### config.mk
export PLATFORM = sky130hd
export DESIGN_NAME = uart_tx_dev
export DESIGN_NICKNAME = d
export VERILOG_FILES = /design/src/rtl/uart_tx_dev.sv
export SDC_FILE = /design/constraint.sdc
export NUM_CORES = 1
export LEC_CHECK = 0
export CAP_MARGIN = 10
export CORE_MARGIN = 3
export CORE_UTILIZATION = 47
export CTS_CLUSTER_SIZE = 14
export DETAILED_ROUTE_END_ITERATION = 10
export PLACE_DENSITY = 0.69
export SETUP_SLACK_MARGIN = 0.02
export SYNTH_ARGS = -nofsm -noshare
export SYNTH_HDL_FRONTEND = slang
export SYNTH_SLANG_ARGS = --single-unit
export TNS_END_PERCENT = 10
### constraint.sdc
create_clock -name clk -period 4.3 [get_ports clk]
set_input_delay 1.075 -clock clk [delete_from_list [all_inputs] [get_ports clk]]
set_output_delay 1.075 -clock clk [all_outputs]
set_load 0.05 [all_outputs]
### src/rtl/uart_tx_dev.sv
// uart_tx_dev: memory-mapped 8N1 UART transmitter for the CPU bridge.
// Stores to DATA queue bytes in a small circular FIFO; a four-state
// serialiser drains it LSB first on txd. CTRL holds the bit period and the
// enables, STAT reports shifter/queue status, and irq flags a drained queue.

module uart_tx_dev #(
    parameter int FIFO_DEPTH  = 4,
    parameter int DIV_DEFAULT = 16
) (
    input  logic        clk,
    input  logic        reset,
    input  logic [1:0]  addr,
    input  logic        write_enable,
    input  logic [31:0] write_data,
    output logic [31:0] read_data,
    output logic        irq,
    output logic        txd
);

    localparam int PW = $clog2(FIFO_DEPTH);
    localparam int CW = PW + 1;

    typedef enum logic [1:0] {
        IDLE  = 2'd0,
        START = 2'd1,
        DATA  = 2'd2,
        STOP  = 2'd3
    } state_e;

    state_e        state_q, state_d;
    logic [2:0]    bitCnt_q, bitCnt_d;
    logic [15:0]   period_q, period_d;
    logic [15:0]   frameDiv_q, frameDiv_d;
    logic [7:0]    shift_q, shift_d;

    logic [15:0]   div_q;
    logic          ien_q;
    logic          ten_q;
    logic          ovr_q;
    logic          irq_q;

    logic [7:0]    mem_q [FIFO_DEPTH];
    logic [PW-1:0] wrPtr_q;
    logic [PW-1:0] rdPtr_q;
    logic [CW-1:0] count_q;

    logic          dataWrite;
    logic          ctrlWrite;
    logic          statWrite;
    logic          fifoFull;
    logic          fifoEmpty;
    logic          push;
    logic          pop;
    logic          overflow;
    logic          periodDone;
    logic          busy;
    logic [4:0]    countExt;
    logic          unusedWriteBits;

    // Register decode and queue status; a full queue still accepts a byte
    // when the shifter pops in the same cycle.
    assign dataWrite  = write_enable && (addr == 2'd0);
    assign ctrlWrite  = write_enable && (addr == 2'd1);
    assign statWrite  = write_enable && (addr == 2'd2);
    assign fifoFull   = (count_q == CW'(FIFO_DEPTH));
    assign fifoEmpty  = (count_q == '0);
    assign push       = dataWrite && (!fifoFull || pop);
    assign overflow   = dataWrite && fifoFull && !pop;
    assign periodDone = (period_q == 16'd0);
    assign countExt   = 5'(count_q);
    assign unusedWriteBits = ^write_data[31:18];
    assign irq        = irq_q;

    // Serialiser state register.
    always_ff @(posedge clk or negedge reset) begin
        if (!reset) begin
            state_q <= IDLE;
        end else begin
            state_q <= state_d;
        end
    end

    // Serialiser next state: each non-idle state holds for one bit period,
    // and STOP chains straight into START when another byte is waiting.
    always_comb begin
        state_d = state_q;
        case (state_q)
            IDLE:  if (ten_q && !fifoEmpty) state_d = START;
            START: if (periodDone) state_d = DATA;
            DATA:  if (periodDone && (bitCnt_q == 3'd7)) state_d = STOP;
            STOP:  if (periodDone) state_d = (ten_q && !fifoEmpty) ? START : IDLE;
            default: state_d = IDLE;
        endcase
    end

    // Serialiser outputs: line level, busy flag and the queue pop strobe.
    always_comb begin
        txd  = 1'b1;
        busy = 1'b1;
        pop  = 1'b0;
        case (state_q)
            IDLE: begin
                busy = 1'b0;
                pop  = ten_q && !fifoEmpty;
            end
            START: txd = 1'b0;
            DATA:  txd = shift_q[0];
            STOP:  pop = periodDone && ten_q && !fifoEmpty;
            default: busy = 1'b0;
        endcase
    end

    // Bit/period counters and shifter; the divisor is captured at the pop so
    // a CTRL write mid-frame only affects the following frame.
    always_comb begin
        bitCnt_d   = bitCnt_q;
        period_d   = period_q;
        frameDiv_d = frameDiv_q;
        shift_d    = shift_q;
        if (pop) begin
            shift_d    = mem_q[rdPtr_q];
            period_d   = div_q - 16'd1;
            frameDiv_d = div_q;
            bitCnt_d   = 3'd0;
        end else if (state_q != IDLE) begin
            if (periodDone) begin
                period_d = frameDiv_q - 16'd1;
                if (state_q == DATA) begin
                    shift_d  = {1'b0, shift_q[7:1]};
                    bitCnt_d = bitCnt_q + 3'd1;
                end
            end else begin
                period_d = period_q - 16'd1;
            end
        end
    end

    // Datapath registers behind the serialiser.
    always_ff @(posedge clk or negedge reset) begin
        if (!reset) begin
            bitCnt_q   <= 3'd0;
            period_q   <= 16'd0;
            frameDiv_q <= 16'(DIV_DEFAULT);
            shift_q    <= 8'd0;
        end else begin
            bitCnt_q   <= bitCnt_d;
            period_q   <= period_d;
            frameDiv_q <= frameDiv_d;
            shift_q    <= shift_d;
        end
    end

    // Circular byte queue with wrapping pointers and an occupancy count.
    always_ff @(posedge clk or negedge reset) begin
        if (!reset) begin
            for (int i = 0; i < FIFO_DEPTH; i++) begin
                mem_q[i] <= 8'd0;
            end
            wrPtr_q <= '0;
            rdPtr_q <= '0;
            count_q <= '0;
        end else begin
            if (push) begin
                mem_q[wrPtr_q] <= write_data[7:0];
                wrPtr_q        <= wrPtr_q + PW'(1);
            end
            if (pop) begin
                rdPtr_q <= rdPtr_q + PW'(1);
            end
            case ({push, pop})
                2'b10:   count_q <= count_q + CW'(1);
                2'b01:   count_q <= count_q - CW'(1);
                default: count_q <= count_q;
            endcase
        end
    end

    // Control/status registers; a zero divisor would stall the shifter, so it
    // is stored as one. OVR is sticky until software writes 1 to bit 3.
    always_ff @(posedge clk or negedge reset) begin
        if (!reset) begin
            div_q <= 16'(DIV_DEFAULT);
            ien_q <= 1'b0;
            ten_q <= 1'b1;
            ovr_q <= 1'b0;
        end else begin
            if (ctrlWrite) begin
                div_q <= (write_data[15:0] == 16'd0) ? 16'd1 : write_data[15:0];
                ien_q <= write_data[16];
                ten_q <= write_data[17];
            end
            if (overflow) begin
                ovr_q <= 1'b1;
            end else if (statWrite && write_data[3]) begin
                ovr_q <= 1'b0;
            end
        end
    end

    // Registered interrupt: raised once the queue is drained and the line idle.
    always_ff @(posedge clk or negedge reset) begin
        if (!reset) begin
            irq_q <= 1'b0;
        end else begin
            irq_q <= ien_q && fifoEmpty && !busy;
        end
    end

    // Zero-latency register read mux for the bridge.
    always_comb begin
        read_data = 32'd0;
        case (addr)
            2'd1:    read_data = {14'd0, ten_q, ien_q, div_q};
            2'd2:    read_data = {23'd0, countExt, ovr_q, fifoEmpty, fifoFull, busy};
            default: read_data = 32'd0;
        endcase
    end

endmodule

==> metrics list, run 1 <==
* Setup CP Type: primary input to output port
- Reg2reg setup slack: around 0.53 ns
- Post-placement setup slack: 0.368 ns
- For this design, the CTS-stage hold fixing added 0 buffers.
- Top flip-flop cell by instance count after synthesis: dfrtp_1
- Relative slew slack: a little over 40%
- Min-delay worst type: flop to flop
- Compared with the post-synthesis result, the final layout area differs by 15.4%.
- The final layout contains roughly 620 nets.
* Instance count of the mapped netlist: roughly 520
* Achievable frequency: roughly 250 MHz
- Vias: 4037
- Async S/R FF share, synth: 100%
- Maximum count of clock buffers along a single path: 2
- After detailed routing, the number of vias per cell comes to approximately 5.7.
- Count of buffers inserted at the top-level ports: between 40 and 50
- PostCTS Resize Cnt: 0
- Of the cells placed in the final design, the portion with a size suffix greater than 1 is 21.3%.
- After layout, the worst setup slack is between 0.3 and 0.4 ns.
- STA puts the critical path data arrival time at about 2.9 ns.
- In this run the count of I/O pins placed on the die edge is 71.
- The floorplan has 39 rows.
- For this run, the share of the core covered by cells in the final layout is 56.1%.
- Starting utilization of the core area: between 40% and 50%
- # DRC: 0
* Antenna viol nets, final: 0
* Post-Route Hold Slack: roughly 0.48 ns
- HP Start: frameDiv_q[3]$_DFFE_PN0P_
- Insertion delay of the later-clocked pin in the worst-skew pair: between 0.3 and 0.4 ns
- Clock root cell: clkbuf_16
- The floorplan step set the die height to about 120 um.
- Count of routing violations after the opening detailed-route iteration: between 200 and 250
- Required time at the endpoint of the critical path: between 3 and 4 ns
- Summing the sequential cell areas from Yosys gives a little under half of the chip area.
- Routability-driven placement finished with a final weighted congestion of between 0.9 and 1.
- The finished cells cover between 6000 and 7000 sq um.
- Total cell area at the placement stage: roughly 6200 sq um
- The design draws between 4 and 5 mW.
- After clock tree synthesis, the clock-pin slew on the worst setup and hold paths is 0.07 ns.
* Syn Area/Cell: between 10 and 15 sq um
- Worst-path maximum fanout: 13
* Hold-critical path depth: 2
- Overall Global Routing Usage: approximately a fifth
- RSZ-0062 raised after global routing: no
- Core region area: between 10000 and 15000 sq um
- Across the routed clock network, the largest skew measured is between 0.007 and 0.008 ns.
- DP Wirelength: between 9000 and 10000 um
- The synthesized design contains 0 enable-type register cells.
- Final wirelength: 12500 um
- The first detailed-routing pass ran for 4 iterations.
* Leakage component of the power: 2.78 nW
- The final number of max-transition violations came to 0.
- Number of distinct library cells after synthesis: 56
- CTS H-tree depth: 3
* Antenna diode instance count: 0
- Nature of the critical path endpoint: output port
- Number of global-route vias before repair: 4013
- Setup violations remaining at the end of the flow were counted as 0.
* Congestion Overflow GR: 0
* Reported max-cap violation count: 0
- After layout, the worst path uses 91.7% of the clock period.
- #FFs+latches synth: roughly 100
* Detail-routed net length per standard cell: approximately 18 um
* First-pass GRT wire length: 20600 um
- Clock tree synthesis inserted a total of 9 buffers.
- Subtracting the final worst setup slack from the clock period gives between 3 and 4 ns.
- Synth warnings: 0
- The number of placed instances, taps included, is slightly below 700.
- The worst hold path terminates at frameDiv_q[3]$_DFFE_PN0P_.
- Clk sink count: 104
- Initial antenna violation count: 0
- Post-Synthesis Cell Area: 5590 sq um
- Excluding fillers, the count of instances in the completed layout stands at 710.
* Peak supply drop: 0.376 mV
- The worst register-to-register path has a depth of 17.
* Die ar.: roughly 13000 sq um
- Origin of the critical flop-to-flop path: state_q[0]$_DFFE_PN0P_
- Die width: around 120 um
- Setup total negative slack on the finished layout was measured at 0 ns.
- TritonCTS built the clock tree.
* Number of failing hold endpoints at the final stage: 0
- Power density of the placed cells: about 640 nW/um^2
- The run finished with clean final reports.
- In this run the critical register-to-register path is captured at period_q[10]$_DFFE_PN0P_.
- For the pin with the worst max-slew slack, the measured transition is 0.890 ns.
* Startpoint type of the worst setup path: primary input
- Critical path launch point: addr[0]
- After clock tree synthesis, the setup repair step added 0 buffers.
- Largest net degree at the start of global routing: 71
## Yosys cell counts (5+ instances only)
cell,instances,share of area (%)
nand2_1,72,4.8
xor2_1,6,0.94
inv_1,14,0.94
mux4_2,8,3.2
a21oi_1,25,2.2
nor3_1,11,0.98
clkbuf_1,19,1.3
a211oi_1,5,0.67
mux2i_1,10,1.8
a22o_1,8,1.3
ha_1,15,3.4
o21ai_0,23,2.1
o32ai_1,9,1.4
buf_4,14,1.9
xnor2_1,12,1.9
mux2_2,48,9.7
o21a_1,6,0.81
and3_1,13,1.5
dfrtp_1,101,45
nor2_1,27,1.8
or3_1,7,0.78
nor4_1,6,0.67
## worst max path at each step
stage | to | slack (ns) | depth (start not counted)
after floorplan | period_q[10]$_DFFE_PN0P_ | 0.78 | 17
after global placement | read_data[1] | 0.39 | 6
after detailed placement | read_data[5] | 0.37 | 6
after CTS | read_data[1] | 0.36 | 6
after global routing | period_q[10]$_DFFE_PN0P_ | 0.15 | 17
final | read_data[1] | 0.36 | 6
## critical path, cell delays in order
cell             delay, ns
clkdlybuf4s50_1       0.49
inv_1                 0.06
ha_1                  0.47
and2_1                0.34
a32o_1                0.28
buf_12                0.15
## cell families (layout without fill, tap and decap cells)
family	Yosys count	count (layout)	share of synthesized area, %
and+or+nand+nor	162	162	14.0
xor gates and xnor gates	18	18	2.82
AOI/OAI and AO/OA	99	99	12.6
adders and majority gates	16	16	3.71
other	1	14	0.0671
DFF	104	104	46.6
buffers and inverters	55	85	4.92
muxes	69	69	15.3
## layer usage
layer	track usage, %	vias up	wire (um)	share of wire [%]
met3	3.68	12	632	5.1
met5	0	-	0	0
met4	5.09	0	149	1.2
met1	28.6	1993	5720	46
li1	-	1926	-	-
met2	31.3	106	5990	48
## final cells by class
class,count,area [sq um]
fillers,1005,5060
clock buffers,9,225
repair buffers,54,551
well taps,143,179
multi-input cells,378,2770
clock inverters,7,72.6
flip-flops and latches,104,2610
inverters,15,56.3
## power by group
group / switching [mW] / internal, mW / total [mW] / leakage, nW
sequential: 0.357 / 1.38 / 1.73 / 1.26
clock: 0.398 / 0.413 / 0.811 / 0.149
combinational: 0.824 / 0.754 / 1.58 / 1.37
total: 1.58 / 2.55 / 4.12 / 2.78
## state kept, by name, indices dropped and copies added, names as in the netlist
register,count
mem_q,32
div_q,16
frameDiv_q,16
period_q,16
shift_q,8
bitCnt_q,3
count_q,3
rdPtr_q,2
state_q,2
wrPtr_q,2
ien_q,1
irq,1
ovr_q,1
ten_q,1
## placed cells by master (no fill, tap or decap), types with 5 or more instances in the layout
cell type	netlist	layout
conb_1	1	14
a21oi_1	25	25
clkdlybuf4s50_1	0	23
mux2i_1	10	10
o21a_1	6	6
mux2_2	48	48
xor2_1	6	6
buf_4	14	24
o32ai_1	9	9
nor2_1	27	27
nor3_1	11	11
clkbuf_16	0	9
inv_1	14	14
nand2_1	72	72
buf_12	0	7
and3_1	13	13
a211oi_1	5	5
xnor2_1	12	12
o21ai_0	23	23
mux4_2	8	8
ha_1	15	15
dfrtp_1	101	101
or3_1	7	7
nor4_1	6	5
a22o_1	8	8
Note: power is estimated with default switching activity, not from simulation.
==> inputs of run 2 (changes only) <==
GPL_ROUTABILITY_DRIVEN = 0   (was unset)
SKIP_CTS_REPAIR_TIMING = 1   (was unset)
==> results of run 2 <==
Same layout as run 1: the final DEF is identical, and so are final timing and power.
==> RTL edit 1, RTL diff (settings of run 2) <==
Register the inputs `addr`, `write_enable` and `write_data` before use, with the module's reset. The logic sees them one clock later.
--- a/src/rtl/uart_tx_dev.sv
+++ b/src/rtl/uart_tx_dev.sv
@@ -27,6 +27,22 @@
         STOP  = 2'd3
     } state_e;
 
+    logic [1:0] addr_q;
+    logic write_enable_q;
+    logic [31:0] write_data_q;
+
+    always_ff @(posedge clk or negedge reset) begin
+        if (!reset) begin
+            addr_q         <= '0;
+            write_enable_q <= '0;
+            write_data_q   <= '0;
+        end else begin
+            addr_q         <= addr;
+            write_enable_q <= write_enable;
+            write_data_q   <= write_data;
+        end
+    end
+
     state_e        state_q, state_d;
     logic [2:0]    bitCnt_q, bitCnt_d;
     logic [15:0]   period_q, period_d;
@@ -59,16 +75,16 @@
 
     // Register decode and queue status; a full queue still accepts a byte
     // when the shifter pops in the same cycle.
-    assign dataWrite  = write_enable && (addr == 2'd0);
-    assign ctrlWrite  = write_enable && (addr == 2'd1);
-    assign statWrite  = write_enable && (addr == 2'd2);
+    assign dataWrite  = write_enable_q && (addr_q == 2'd0);
+    assign ctrlWrite  = write_enable_q && (addr_q == 2'd1);
+    assign statWrite  = write_enable_q && (addr_q == 2'd2);
     assign fifoFull   = (count_q == CW'(FIFO_DEPTH));
     assign fifoEmpty  = (count_q == '0);
     assign push       = dataWrite && (!fifoFull || pop);
     assign overflow   = dataWrite && fifoFull && !pop;
     assign periodDone = (period_q == 16'd0);
     assign countExt   = 5'(count_q);
-    assign unusedWriteBits = ^write_data[31:18];
+    assign unusedWriteBits = ^write_data_q[31:18];
     assign irq        = irq_q;
 
     // Serialiser state register.
@@ -161,7 +177,7 @@
             count_q <= '0;
         end else begin
             if (push) begin
-                mem_q[wrPtr_q] <= write_data[7:0];
+                mem_q[wrPtr_q] <= write_data_q[7:0];
                 wrPtr_q        <= wrPtr_q + PW'(1);
             end
             if (pop) begin
@@ -185,13 +201,13 @@
             ovr_q <= 1'b0;
         end else begin
             if (ctrlWrite) begin
-                div_q <= (write_data[15:0] == 16'd0) ? 16'd1 : write_data[15:0];
-                ien_q <= write_data[16];
-                ten_q <= write_data[17];
+                div_q <= (write_data_q[15:0] == 16'd0) ? 16'd1 : write_data_q[15:0];
+                ien_q <= write_data_q[16];
+                ten_q <= write_data_q[17];
             end
             if (overflow) begin
                 ovr_q <= 1'b1;
-            end else if (statWrite && write_data[3]) begin
+            end else if (statWrite && write_data_q[3]) begin
                 ovr_q <= 1'b0;
             end
         end
@@ -209,7 +225,7 @@
     // Zero-latency register read mux for the bridge.
     always_comb begin
         read_data = 32'd0;
-        case (addr)
+        case (addr_q)
             2'd1:    read_data = {14'd0, ten_q, ien_q, div_q};
             2'd2:    read_data = {23'd0, countExt, ovr_q, fifoEmpty, fifoFull, busy};
             default: read_data = 32'd0;
Formal check against the unedited RTL: not equivalent (Yosys sat finds a counterexample within 4 cycles, from zero or initial values and one cycle with reset low).
==> RTL edit 1 against run 2 <==
Clock skew shrank 1.0 ps. Final area grew 13%. Synthesized area grew 10%. Worst hold slack lost 15 ps. Routed wire length grew 14%. Sequential share of layout area grew 2.6 points. Setup slack gained 42 ps. Die area grew 9.5%. Power grew 22%. Via count grew 15%. Sequential cell count grew 21. Critical endpoint is now read_data[2]. Highest routed layer unchanged.
==> RTL edit 1: results (changes against run 2) <==
metric,value,unit,change
sequential area share after synthesis,50.9,%,was 46.6%
DP Wirelength,9600,um,was 9260 um
Worst-Skew Late Latency,420,ps,was 350 ps
largest net degree at the start of global routing,58,,was 71
status,"finished, final reports clean",,unchanged
drt pass-1 iters,5,,was 4
Synth top cells by count,"dfrtp_1, nand2_1, o21ai_0",,"was dfrtp_1, nand2_1, mux2_2"
Max Used Layer,met4,,unchanged
maximum vdd drop,0.000424,V,was 0.000376 V
clock buffer depth,2,,unchanged
met2 wire length,6840,um,was 5990 um
Max H-tree Level,4,,was 3
number of global-route vias before repair,4644,,"was 4,013"
dominant cells by area after synthesis,"dfrtp_1, mux2_2, nand2_1",,unchanged
"Distinct cells, synth",60,,was 56
GR Util met1,28.5,%,was 28.6%
M1 wire length,6330,um,was 5720 um
Largest register FFs,32,,unchanged
first-pass GRT wire length,24000,um,"was 20,600 um"
Max-slew headroom,24.9,%,was 40.7%
met3 wire len,849,um,was 632 um
Lkg Pwr,3.20,nW,was 2.78 nW
Post-DP Area,6700,um^2,was 6160 um^2
Post-synth EDFFs,0,,unchanged
filler instances,1085,,"was 1,005"
Worst Skew,6.77,ps,was 7.80 ps
worst hold path type,flop to flop,,unchanged
multiplexer share of the synthesized area,11.8,%,was 15.3%
CTS Buf Count,17,,was 9
Synth async-reset ratio,100,%,unchanged
"Largest stage delay, worst path",810,ps,was 490 ps
crit-path max FO,13,,unchanged
critical path arrival,2830,ps,was 2870 ps
biggest regs,"mem_q (32), write_data_q (18)",,
Synth Area in Adders,3.37,%,was 3.71%
initial antenna violation count,0,,unchanged
final wirelength,14300,um,"was 12,500 um"
setup TNS,0,ps,unchanged
clock root buffer,clkbuf_16,,unchanged
Most used DFF post-synth,dfrtp_1,,unchanged
GRT met2 Usage,32.9,%,was 31.3%
# diodes,0,,unchanged
nets,674,,was 615
GRT Total Usage,20.9,%,was 19.9%
M3 GR Usage,4.82,%,was 3.68%
layout cell share with drive strength beyond 1,17.4,%,was 21.3%
Post-Synth XOR/XNOR Area,2.56,%,was 2.82%
Critical-path top delay cell,clkdlybuf4s50_1,,unchanged
I/O Buffers,42,,unchanged
post-synthesis compound-gate area fraction,12.6,%,about the same
initial DRC count,343,,was 238
Worst-path clk slew,60,ps,
YS warnings,0,,unchanged
Vias,4635,,"was 4,037"
Setup-failing EPs final,0,,unchanged
-- RTL edit 1: cell count changes in the layout (fill, tap and decap cells not counted), sizes merged, moves of 7 or more --
cell / delta
nor3: +10
or3: -8
a21oi: -9
buf: -17
nor2: +7
a22o: +10
o21ai: +21
dfrtp: +21
mux2: -11
o32ai: -12
clkdlybuf4s50: +18
clkbuf: +11
-- RTL edit 1: logic make-up (layout without fill, tap and decap cells) --
group                    after synthesis  after routing
flip-flops                           125            125
AND/OR/NAND/NOR                      181            181
adder cells (fa/ha/maj)               16             16
other                                  1             14
multiplexers                          57             57
AO/OA/AOI/OAI                        117            117
XOR/XNOR                              18             18
buffers and inverters                 63            106
-- RTL edit 1: through the flow --
stage / worst slack, ps / std cells / hold WS (ps) / utilization (%) / power, mW
after floorplan: 696 / 591 / 439 / - / 3.15
after global placement: 767 / 774 / 453 / 52.7 / 3.52
after detailed placement: 693 / 774 / 459 / 52.7 / 3.62
after CTS: 406 / 806 / 473 / 57.3 / 5.05
after global routing: 267 / 806 / 501 / 57.3 / 5.36
final: 400 / 806 / 469 / 57.3 / 5.03
-- RTL edit 1: power breakdown --
part	total, mW	internal [mW]	leakage (nW)	switching, mW
registers	1.98	1.60	1.53	0.380
clock network	1.40	0.872	0.269	0.529
logic	1.65	0.764	1.40	0.891
-- RTL edit 1: worst paths after layout --
| check | startpoint | end | slack [ps] | cells past startpoint |
|---|---|---|---|---|
| min in group asynchronous | reset | shift_q[1]$_DFFE_PN0P_ | 710 | 1 |
| max in group asynchronous | reset | ten_q$_DFFE_PN1P_ | 2580 | 2 |
| hold reg to reg | frameDiv_q[9]$_DFFE_PN0P_ | frameDiv_q[9]$_DFFE_PN0P_ | 470 | 2 |
| hold / removal | frameDiv_q[9]$_DFFE_PN0P_ | frameDiv_q[9]$_DFFE_PN0P_ | 470 | 2 |
| setup / recovery | addr_q[1]$_DFF_PN0_ | read_data[2] | 400 | 5 |
| setup reg to reg | count_q[1]$_DFFE_PN0P_ | period_q[8]$_DFFE_PN0P_ | 620 | 17 |
-- RTL edit 1: cell type report --
| cell class | instances | area, um^2 | area share, % |
|---|---|---|---|
| inverter | 19 | 71.3 | 0.979 |
| timing repair buffer | 55 | 515 | 7.07 |
| clock buffer | 20 | 447 | 6.13 |
| multi-input combinational | 403 | 2770 | 38.0 |
| sequential | 125 | 3130 | 43.0 |
| tap | 172 | 215 | 2.95 |
| clock inverter | 12 | 141 | 1.94 |
-- RTL edit 1: critical path, delay by kind of cell, from the launching register on --
family | cells | cell delay [ps]
buffers and inverters | 2 | 880
adders and majority gates | 1 | 480
and+or+nand+nor | 1 | 440
DFF | 1 | 360
AOI/OAI and AO/OA | 1 | 250
==> RTL edit 2, RTL diff (flow settings as in run 2) <==
Without the edit above. The parameter `FIFO_DEPTH` goes from 4 to 2.
--- a/src/rtl/uart_tx_dev.sv
+++ b/src/rtl/uart_tx_dev.sv
@@ -4,7 +4,7 @@
 // enables, STAT reports shifter/queue status, and irq flags a drained queue.
 
 module uart_tx_dev #(
-    parameter int FIFO_DEPTH  = 4,
+    parameter int FIFO_DEPTH  = 2,
     parameter int DIV_DEFAULT = 16
 ) (
     input  logic        clk,
Formal check against the unedited RTL: not equivalent (a bounded check fails within 4 cycles, from zero or initial values and one cycle with reset low).
==> RTL edit 2 against run 2 <==
Power fell by 12%. Clock skew rose by 2.7 ps. Fmax rose by 3.4%. Global-route usage rose by 1.6 points. Largest power group is now combinational cells. Non-clock buffer count fell by 2. Final area fell by 9.0%. First-iteration DRC count rose by 4.2%. Routed wire length fell by 3.5%. Synthesized area fell by 10%. Setup slack improved by 130 ps. Sequential cell count fell by 19. Largest cell class unchanged. Sequential power fell by 19%. Critical path type unchanged.
==> RTL edit 2: results (changes against run 2) <==
metric,value,unit,change
Vias,4031,,"was 4,037"
Lkg Pwr,2.49,nW,was 2.78 nW
critical path arrival,2740,ps,was 2870 ps
placed cells,670,,was 694
first-pass GRT wire length,20000,um,"was 20,600 um"
worst hold slack,460,ps,was 484 ps
Clock buf/inv share,3.62,%,was 4.61%
reg2reg end,period_q[12]$_DFFE_PN0P_,,was period_q[10]$_DFFE_PN0P_
buffering overhead,11.5,%,was 8.53%
# Taps,136,,was 143
crit-path max FO,19,,was 13
Critical path origin,addr[1],,was addr[0]
final wirelength,12100,um,"was 12,500 um"
"Distinct cells, synth",67,,was 56
maximum vdd drop,0.000321,V,was 0.000376 V
M3 GR Usage,3.14,%,was 3.68%
status,"finished, final reports clean",,unchanged
area grow syn2layout,17.3,%,was 15.4%
Post-DP Area,5660,um^2,was 6160 um^2
clock root buffer,clkbuf_8,,was clkbuf_16
Worst-Skew Late Latency,370,ps,was 350 ps
R2R setup slack,650,ps,was 530 ps
M1 wire length,5510,um,was 5720 um
nets,593,,was 615
Worst Skew,10.5,ps,was 7.80 ps
R2R Path Start,state_q[1]$_DFFE_PN0P_,,was state_q[0]$_DFFE_PN0P_
GRT met2 Usage,34.5,%,was 31.3%
"Largest stage delay, worst path",540,ps,was 490 ps
initial DRC count,248,,was 238
layout cell share with drive strength beyond 1,18.9,%,was 21.3%
GR Util met1,30.2,%,was 28.6%
hold path startpoint,frameDiv_q[4]$_DFFE_PN1P_,,was frameDiv_q[3]$_DFFE_PN0P_
worst-case hold path end point,frameDiv_q[4]$_DFFE_PN1P_,,was frameDiv_q[3]$_DFFE_PN0P_
GRT Total Usage,21.5,%,was 19.9%
pre-CTS setup slack,525,ps,was 368 ps
filler instances,893,,"was 1,005"
RTL edit 2: kinds of logic (layout without fill, tap and decap cells):
logic type,Yosys count,after routing,synth area share (%)
adders and majority gates,11,11,2.75
and+or+nand+nor,184,184,19.0
muxes,51,51,11.1
AOI/OAI and AO/OA,112,112,16.5
buffers and inverters,56,81,5.98
xor gates and xnor gates,12,12,2.10
other,1,14,0.0749
DFF,85,85,42.6
RTL edit 2: tightest hold or removal path, delay by kind of cell (launching register included):
kind / cells / cell delay [ps]
flip-flops: 1 / 380
AND/OR/NAND/NOR: 2 / 90
RTL edit 2: power by group through the flow:
stage	sequential, mW	clock, mW	combinational (mW)
after floorplan	1.30	0	1.27
after global placement	1.39	0	1.54
after detailed placement	1.41	0	1.59
after CTS	1.39	0.620	1.60
after global routing	1.44	0.649	1.77
final	1.40	0.606	1.61
